===== src/rtl/dmem_pkg.sv =====
// Shared definitions for the data-memory arbiter: default RAM width,
// requester port indices and the bundled request record.
package dmem_pkg;

    localparam int ADDR_W_DEF = 9;

    localparam logic PORT_CPU = 1'b0;
    localparam logic PORT_DMA = 1'b1;

    typedef struct packed {
        logic        we;
        logic [31:0] addr;
        logic [31:0] wdata;
    } mem_req_t;

endpackage


===== src/rtl/rr_grant2.sv =====
// Two-way grant selection. A lone requester always wins. On a tie, round-robin
// mode hands the grant to whichever port did not win last; fixed mode favours
// the CPU port unless the starvation guard forces the DMA port in.
module rr_grant2
    import dmem_pkg::*;
(
    input  logic [1:0] req_i,
    input  logic       last_gnt_i,
    input  logic       force_p1_i,
    input  logic       mode_i,
    output logic [1:0] gnt_o
);

    // Pick at most one winner from the current requests
    always_comb begin
        gnt_o = 2'b00;
        case (req_i)
            2'b01: gnt_o = 2'b01;
            2'b10: gnt_o = 2'b10;
            2'b11: begin
                if (mode_i) begin
                    gnt_o = (last_gnt_i == PORT_DMA) ? 2'b01 : 2'b10;
                end else begin
                    gnt_o = force_p1_i ? 2'b10 : 2'b01;
                end
            end
            default: gnt_o = 2'b00;
        endcase
    end

endmodule


===== src/rtl/dmem_arbiter.sv =====
// Shares the single-port data RAM between the CPU data port (port 0) and the
// DMA/loader port (port 1). Grants are combinational in the acceptance cycle;
// read data returns on the requesting port one cycle later. Accesses outside
// the RAM are still accepted but never write, and raise a one-cycle err pulse.
module dmem_arbiter
    import dmem_pkg::*;
#(
    parameter int ADDR_W   = ADDR_W_DEF,
    parameter int RR_MODE  = 0,
    parameter int MAX_WAIT = 4
) (
    input  logic              clk,
    input  logic              rst,
    input  logic              p0_req,
    input  logic              p0_we,
    input  logic [31:0]       p0_addr,
    input  logic [31:0]       p0_wdata,
    output logic              p0_gnt,
    output logic              p0_rvalid,
    output logic [31:0]       p0_rdata,
    input  logic              p1_req,
    input  logic              p1_we,
    input  logic [31:0]       p1_addr,
    input  logic [31:0]       p1_wdata,
    output logic              p1_gnt,
    output logic              p1_rvalid,
    output logic [31:0]       p1_rdata,
    output logic              err,
    output logic              mem_we,
    output logic [ADDR_W-1:0] mem_addr,
    output logic [31:0]       mem_din,
    input  logic [31:0]       mem_dout
);

    localparam int              CNT_W    = (MAX_WAIT < 1) ? 1 : $clog2(MAX_WAIT + 1);
    localparam logic [CNT_W-1:0] WAIT_MAX = CNT_W'(MAX_WAIT);
    localparam logic            MODE_RR  = (RR_MODE != 0);

    logic             last_gnt_q, last_gnt_d;
    logic [CNT_W-1:0] wait_cnt_q, wait_cnt_d;
    logic             rd_pend_q, rd_pend_d;
    logic             rd_port_q, rd_port_d;
    logic             err_q, err_d;

    logic [1:0] arb_gnt;
    logic [1:0] gnt;
    logic       any_gnt;
    logic       sel_port;
    logic       out_of_range;
    mem_req_t   req0, req1, sel_req;

    assign req0 = '{we: p0_we, addr: p0_addr, wdata: p0_wdata};
    assign req1 = '{we: p1_we, addr: p1_addr, wdata: p1_wdata};

    rr_grant2 u_grant (
        .req_i      ({p1_req, p0_req}),
        .last_gnt_i (last_gnt_q),
        .force_p1_i (wait_cnt_q == WAIT_MAX),
        .mode_i     (MODE_RR),
        .gnt_o      (arb_gnt)
    );

    // No grant may escape while reset is held, even with requests pending
    assign gnt          = arb_gnt & {2{~rst}};
    assign p0_gnt       = gnt[0];
    assign p1_gnt       = gnt[1];
    assign any_gnt      = |gnt;
    assign sel_port     = gnt[1] ? PORT_DMA : PORT_CPU;
    assign sel_req      = gnt[1] ? req1 : req0;
    assign out_of_range = any_gnt && (sel_req.addr[31:ADDR_W] != '0);

    // Steer the winning request onto the RAM pins; idle cycles drive zeros
    always_comb begin
        mem_we   = 1'b0;
        mem_addr = '0;
        mem_din  = '0;
        if (any_gnt) begin
            mem_we   = sel_req.we & ~out_of_range;
            mem_addr = sel_req.addr[ADDR_W-1:0];
            mem_din  = sel_req.wdata;
        end
    end

    // Next-state for fairness history, starvation counter and response tracking
    always_comb begin
        last_gnt_d = last_gnt_q;
        if (any_gnt) begin
            last_gnt_d = sel_port;
        end
        wait_cnt_d = wait_cnt_q;
        if (!p1_req || gnt[1]) begin
            wait_cnt_d = '0;
        end else if (gnt[0] && (wait_cnt_q != WAIT_MAX)) begin
            wait_cnt_d = wait_cnt_q + CNT_W'(1);
        end
        rd_pend_d = any_gnt & ~sel_req.we;
        rd_port_d = sel_port;
        err_d     = out_of_range;
    end

    // State registers; reset also drops any read still in flight
    always_ff @(posedge clk or posedge rst) begin
        if (rst) begin
            last_gnt_q <= PORT_CPU;
            wait_cnt_q <= '0;
            rd_pend_q  <= 1'b0;
            rd_port_q  <= PORT_CPU;
            err_q      <= 1'b0;
        end else begin
            last_gnt_q <= last_gnt_d;
            wait_cnt_q <= wait_cnt_d;
            rd_pend_q  <= rd_pend_d;
            rd_port_q  <= rd_port_d;
            err_q      <= err_d;
        end
    end

    // An out-of-range read still completes the handshake but returns zero
    assign p0_rvalid = rd_pend_q && (rd_port_q == PORT_CPU);
    assign p1_rvalid = rd_pend_q && (rd_port_q == PORT_DMA);
    assign p0_rdata  = (p0_rvalid && !err_q) ? mem_dout : '0;
    assign p1_rdata  = (p1_rvalid && !err_q) ? mem_dout : '0;
    assign err       = err_q;

endmodule


===== config.mk =====
export PLATFORM = sky130hd
export DESIGN_NAME = dmem_arbiter
export DESIGN_NICKNAME = d
export VERILOG_FILES = /design/src/rtl/dmem_pkg.sv /design/src/rtl/rr_grant2.sv /design/src/rtl/dmem_arbiter.sv
export SDC_FILE = /design/constraint.sdc
export NUM_CORES = 1
export LEC_CHECK = 0
export BUFFER_PORTS_ARGS = -buffer_cell sky130_fd_sc_hd__buf_2
export CORE_AREA = 2 2 106 108
export DETAILED_ROUTE_END_ITERATION = 7
export DIE_AREA = 0 0 108 110
export GPL_TIMING_DRIVEN = 0
export SYNTH_ARGS = -nofsm -noshare
export SYNTH_HDL_FRONTEND = slang
export SYNTH_SLANG_ARGS = --single-unit
export TNS_END_PERCENT = 50

===== constraint.sdc =====
create_clock -name clk -period 1.8 [get_ports clk]
set_input_delay 0.27 -clock clk [delete_from_list [all_inputs] [get_ports clk]]
set_output_delay 0.27 -clock clk [all_outputs]
set_load 0.005 [all_outputs]

==> results.cfg <==
[cts]
cts.path.max_buffers = 2
cts_hold_buf = 0
clk_pin_slew_ps = 40
clock_latency_ps = 220
cts_root_buf = clkbuf_8
cts_tree = done
cts_made_buffers = 3
ctsHtreeMaxLevel = 1
cts.sinks = 6

[timing]
setup_viol_count_final = 43
rsz0062_at_grt = yes
fin_crit_ps = 2184
holdWs_ps = 31.53
fmax_mhz = 457.8
skew_ps = 2.802
fin_ws_ps = -384.3
setup-tns-final_ps = -13690
maxSlewHeadroom_pct = 54.77
worst_pin_slew_ps = 678.4
hold_viol = 0
min_period_over_period_pct = 121.4
finalMaxSlewViolations = 0

[logic_synthesis]
syn-num-nets = 428
yosysWarnings = 0
syn_area_um2 = 1488
yosys.area.top_type_share_pct = 27.75
synth.yosys.seq_area_share_pct = 10.09
synth_area_per_cell_um2 = 5.722
synth_cells = 260
synthTopCellsByArea = and2_1, nand2_1, a21oi_1
ys_ff_latch = 6
yosysTopAreaCell = and2_1
synth_cell_type_count = 34

[global_routing]
grt_max_degree = 11
grt-ovfl-total = 0
grt_pass1_wl_um = 12030
antenna_found_initial = 0
gr-usage-all-layers_pct = 12.91
grt_pass1_vias = 2465

[die]
die_w_um = 108
die_height_um = 110
core_um2 = 10700
num_rows = 38
initial_core_util_pct = 13.91
dieArea_um2 = 11880
boundaryPins = 277

[critical_path]
timing.rr.start = wait_cnt_q[0]
start_kind = register
critPathLaunch = wait_cnt_q[0]
crit_arrival_ps = 1910
required_ps = 1530
worstSetupPathType = register to primary output
cp_max_fo = 5
critPathCaptureType = primary output

[cells_and_area]
multi_input_area_um2 = 1409
layout.nets = 720
area_growth_pct = 135.9
nFillCells = 1257
postLayoutCellArea_um2 = 3510
seqCellArea_um2 = 150.1
antennaDiodeCount = 0
layout-drive-gt1-share_pct = 65.09

[job]
maxCapViolations = 0

[routing]
drt-total-wl_um = 8814
first_pass_iters = 4
drc_errors = 0
dr_total_vias = 2786
avgRoutedWirePerCell_um = 12.77
drt_iter0_markers = 81
viasPerCell = 4.038
postRouteAntennaNets = 0

[placed_design]
globalplace.congestion = 0.7719
place_area_um2 = 3044
place_ws_ps = -480.8
portBuffers = 276
dpl.hpwl_um = 7339

[pwr]
power.density_nw_per_um2 = 254.7
p_leak_uw = 0.002088
irDropWorstVdd_mv = 0.1924

[outcome]
violations = setup timing
status = finished, violations left

[hold_path]
min_path_type = input pin to async pin
==> placed cells by master (no fill, tap or decap), types with 2 or more instances in the layout <==
cell type    n
buf_2      276
and2_1      66
nand2_1     61
a21oi_1     23
nand2_2     19
a21oi_2     19
buf_4        8
nor4_1       8
buf_8        6
dfrtp_1      6
clkbuf_1     4
nand2_4      4
clkbuf_2     4
inv_1        3
nor2b_1      3
clkbuf_8     3
buf_12       3
o21ai_0      2
nand2b_1     2
buf_6        2
nor3_1       2
clkbuf_16    2
==> metrics by stage <==
stage	std cells	total power, µW	util, %
6_report	690	893.9	32.81
5_1_grt	690	971.2	32.81
4_1_cts	688	879.3	31.60
3_5_place_dp	676	614.4	28.46
3_3_place_gp	676	615.1	28.46
2_1_floorplan	260	313.3	-
==> final timing paths <==
check / endpoint / slack [ps] / cells after the start
setup reg to reg: rd_pend_q / 130 / 8
min in group clk: wait_cnt_q[2] / 360 / 2
max in group asynchronous: rd_port_q / 1550 / 2
setup / recovery: mem_we / -380 / 9
hold / removal: wait_cnt_q[2] / 30 / 2
hold reg to reg: wait_cnt_q[1] / 610 / 3
==> metal layers <==
metal | global-route usage [%] | part of all wire (%) | vias up | wire length (µm)
met5 | 0 | 0 | - | 0
li1 | - | - | 1434 | -
met1 | 13.23 | 36 | 1188 | 3216
met4 | 1.648 | 0 | 0 | 0
met2 | 26.82 | 53 | 164 | 4661
met3 | 3.116 | 11 | 0 | 935
==> kinds of logic (layout without fill, tap and decap cells) <==
kind of cell,count (synthesis),after routing,share of synthesized area (%)
AOI/OAI and AO/OA,51,51,18.42
adders and majority gates,2,2,1.682
buffers and inverters,23,313,7.233
DFF,6,6,10.09
muxes,1,1,0.6729
and+or+nand+nor,177,177,61.90
==> registers in the layout, summed over array words and instances, names as in the netlist <==
name        count
rd_port_q       1
wait_cnt_q      3
err             1
rd_pend_q       1
==> worst max-delay path: stages, from the launching register on <==
cell,delay (ps)
dfrtp_1,380
inv_1,60
ha_2,200
a21boi_4,60
or2_1,240
buf_6,150
buf_4,140
mux2i_2,150
nor3b_2,170
buf_2,150
==> final cells by class <==
| class | count | area share, % |
|---|---|---|
| inverter | 4 | 0.7843 |
| buffer | 19 | 4.670 |
| sequential | 6 | 4.278 |
| multi-input combinational | 231 | 40.14 |
| clock buffer | 3 | 1.176 |
| timing repair buffer | 287 | 43.96 |
| tap | 140 | 4.991 |
==> cells in the mapped netlist (all sizes together) <==
cell type  instances
ha                 2
and2              66
a21oi             42
a21boi             2
and3b              1
nand2b             2
nor4               9
o21ai              3
nand4              1
o2bb2ai            1
o211ai             1
a211oi             1
dfrtp              6
nand2             84
or2                1
buf                9
nor3b              3
a31oi              1
clkbuf            10
nor2               1
or4                2
and4               1
nor2b              3
mux2i              1
or3b               1
nor3               2
inv                4
==> power breakdown <==
part	internal [µW]	switching, µW	leakage, µW
Clock	143	51.9	0.0000216
Sequential	141	5.62	0.0000802
Combinational	302	250	0.00199
==> repair_timing <==
item	4_1_cts	5_1_grt
setup endpoints to repair	101	90
pin swaps	18	9
gates cloned	2	2
resized for setup	55	32
setup buffers	7	2
Power figures use the tool's default switching activity.
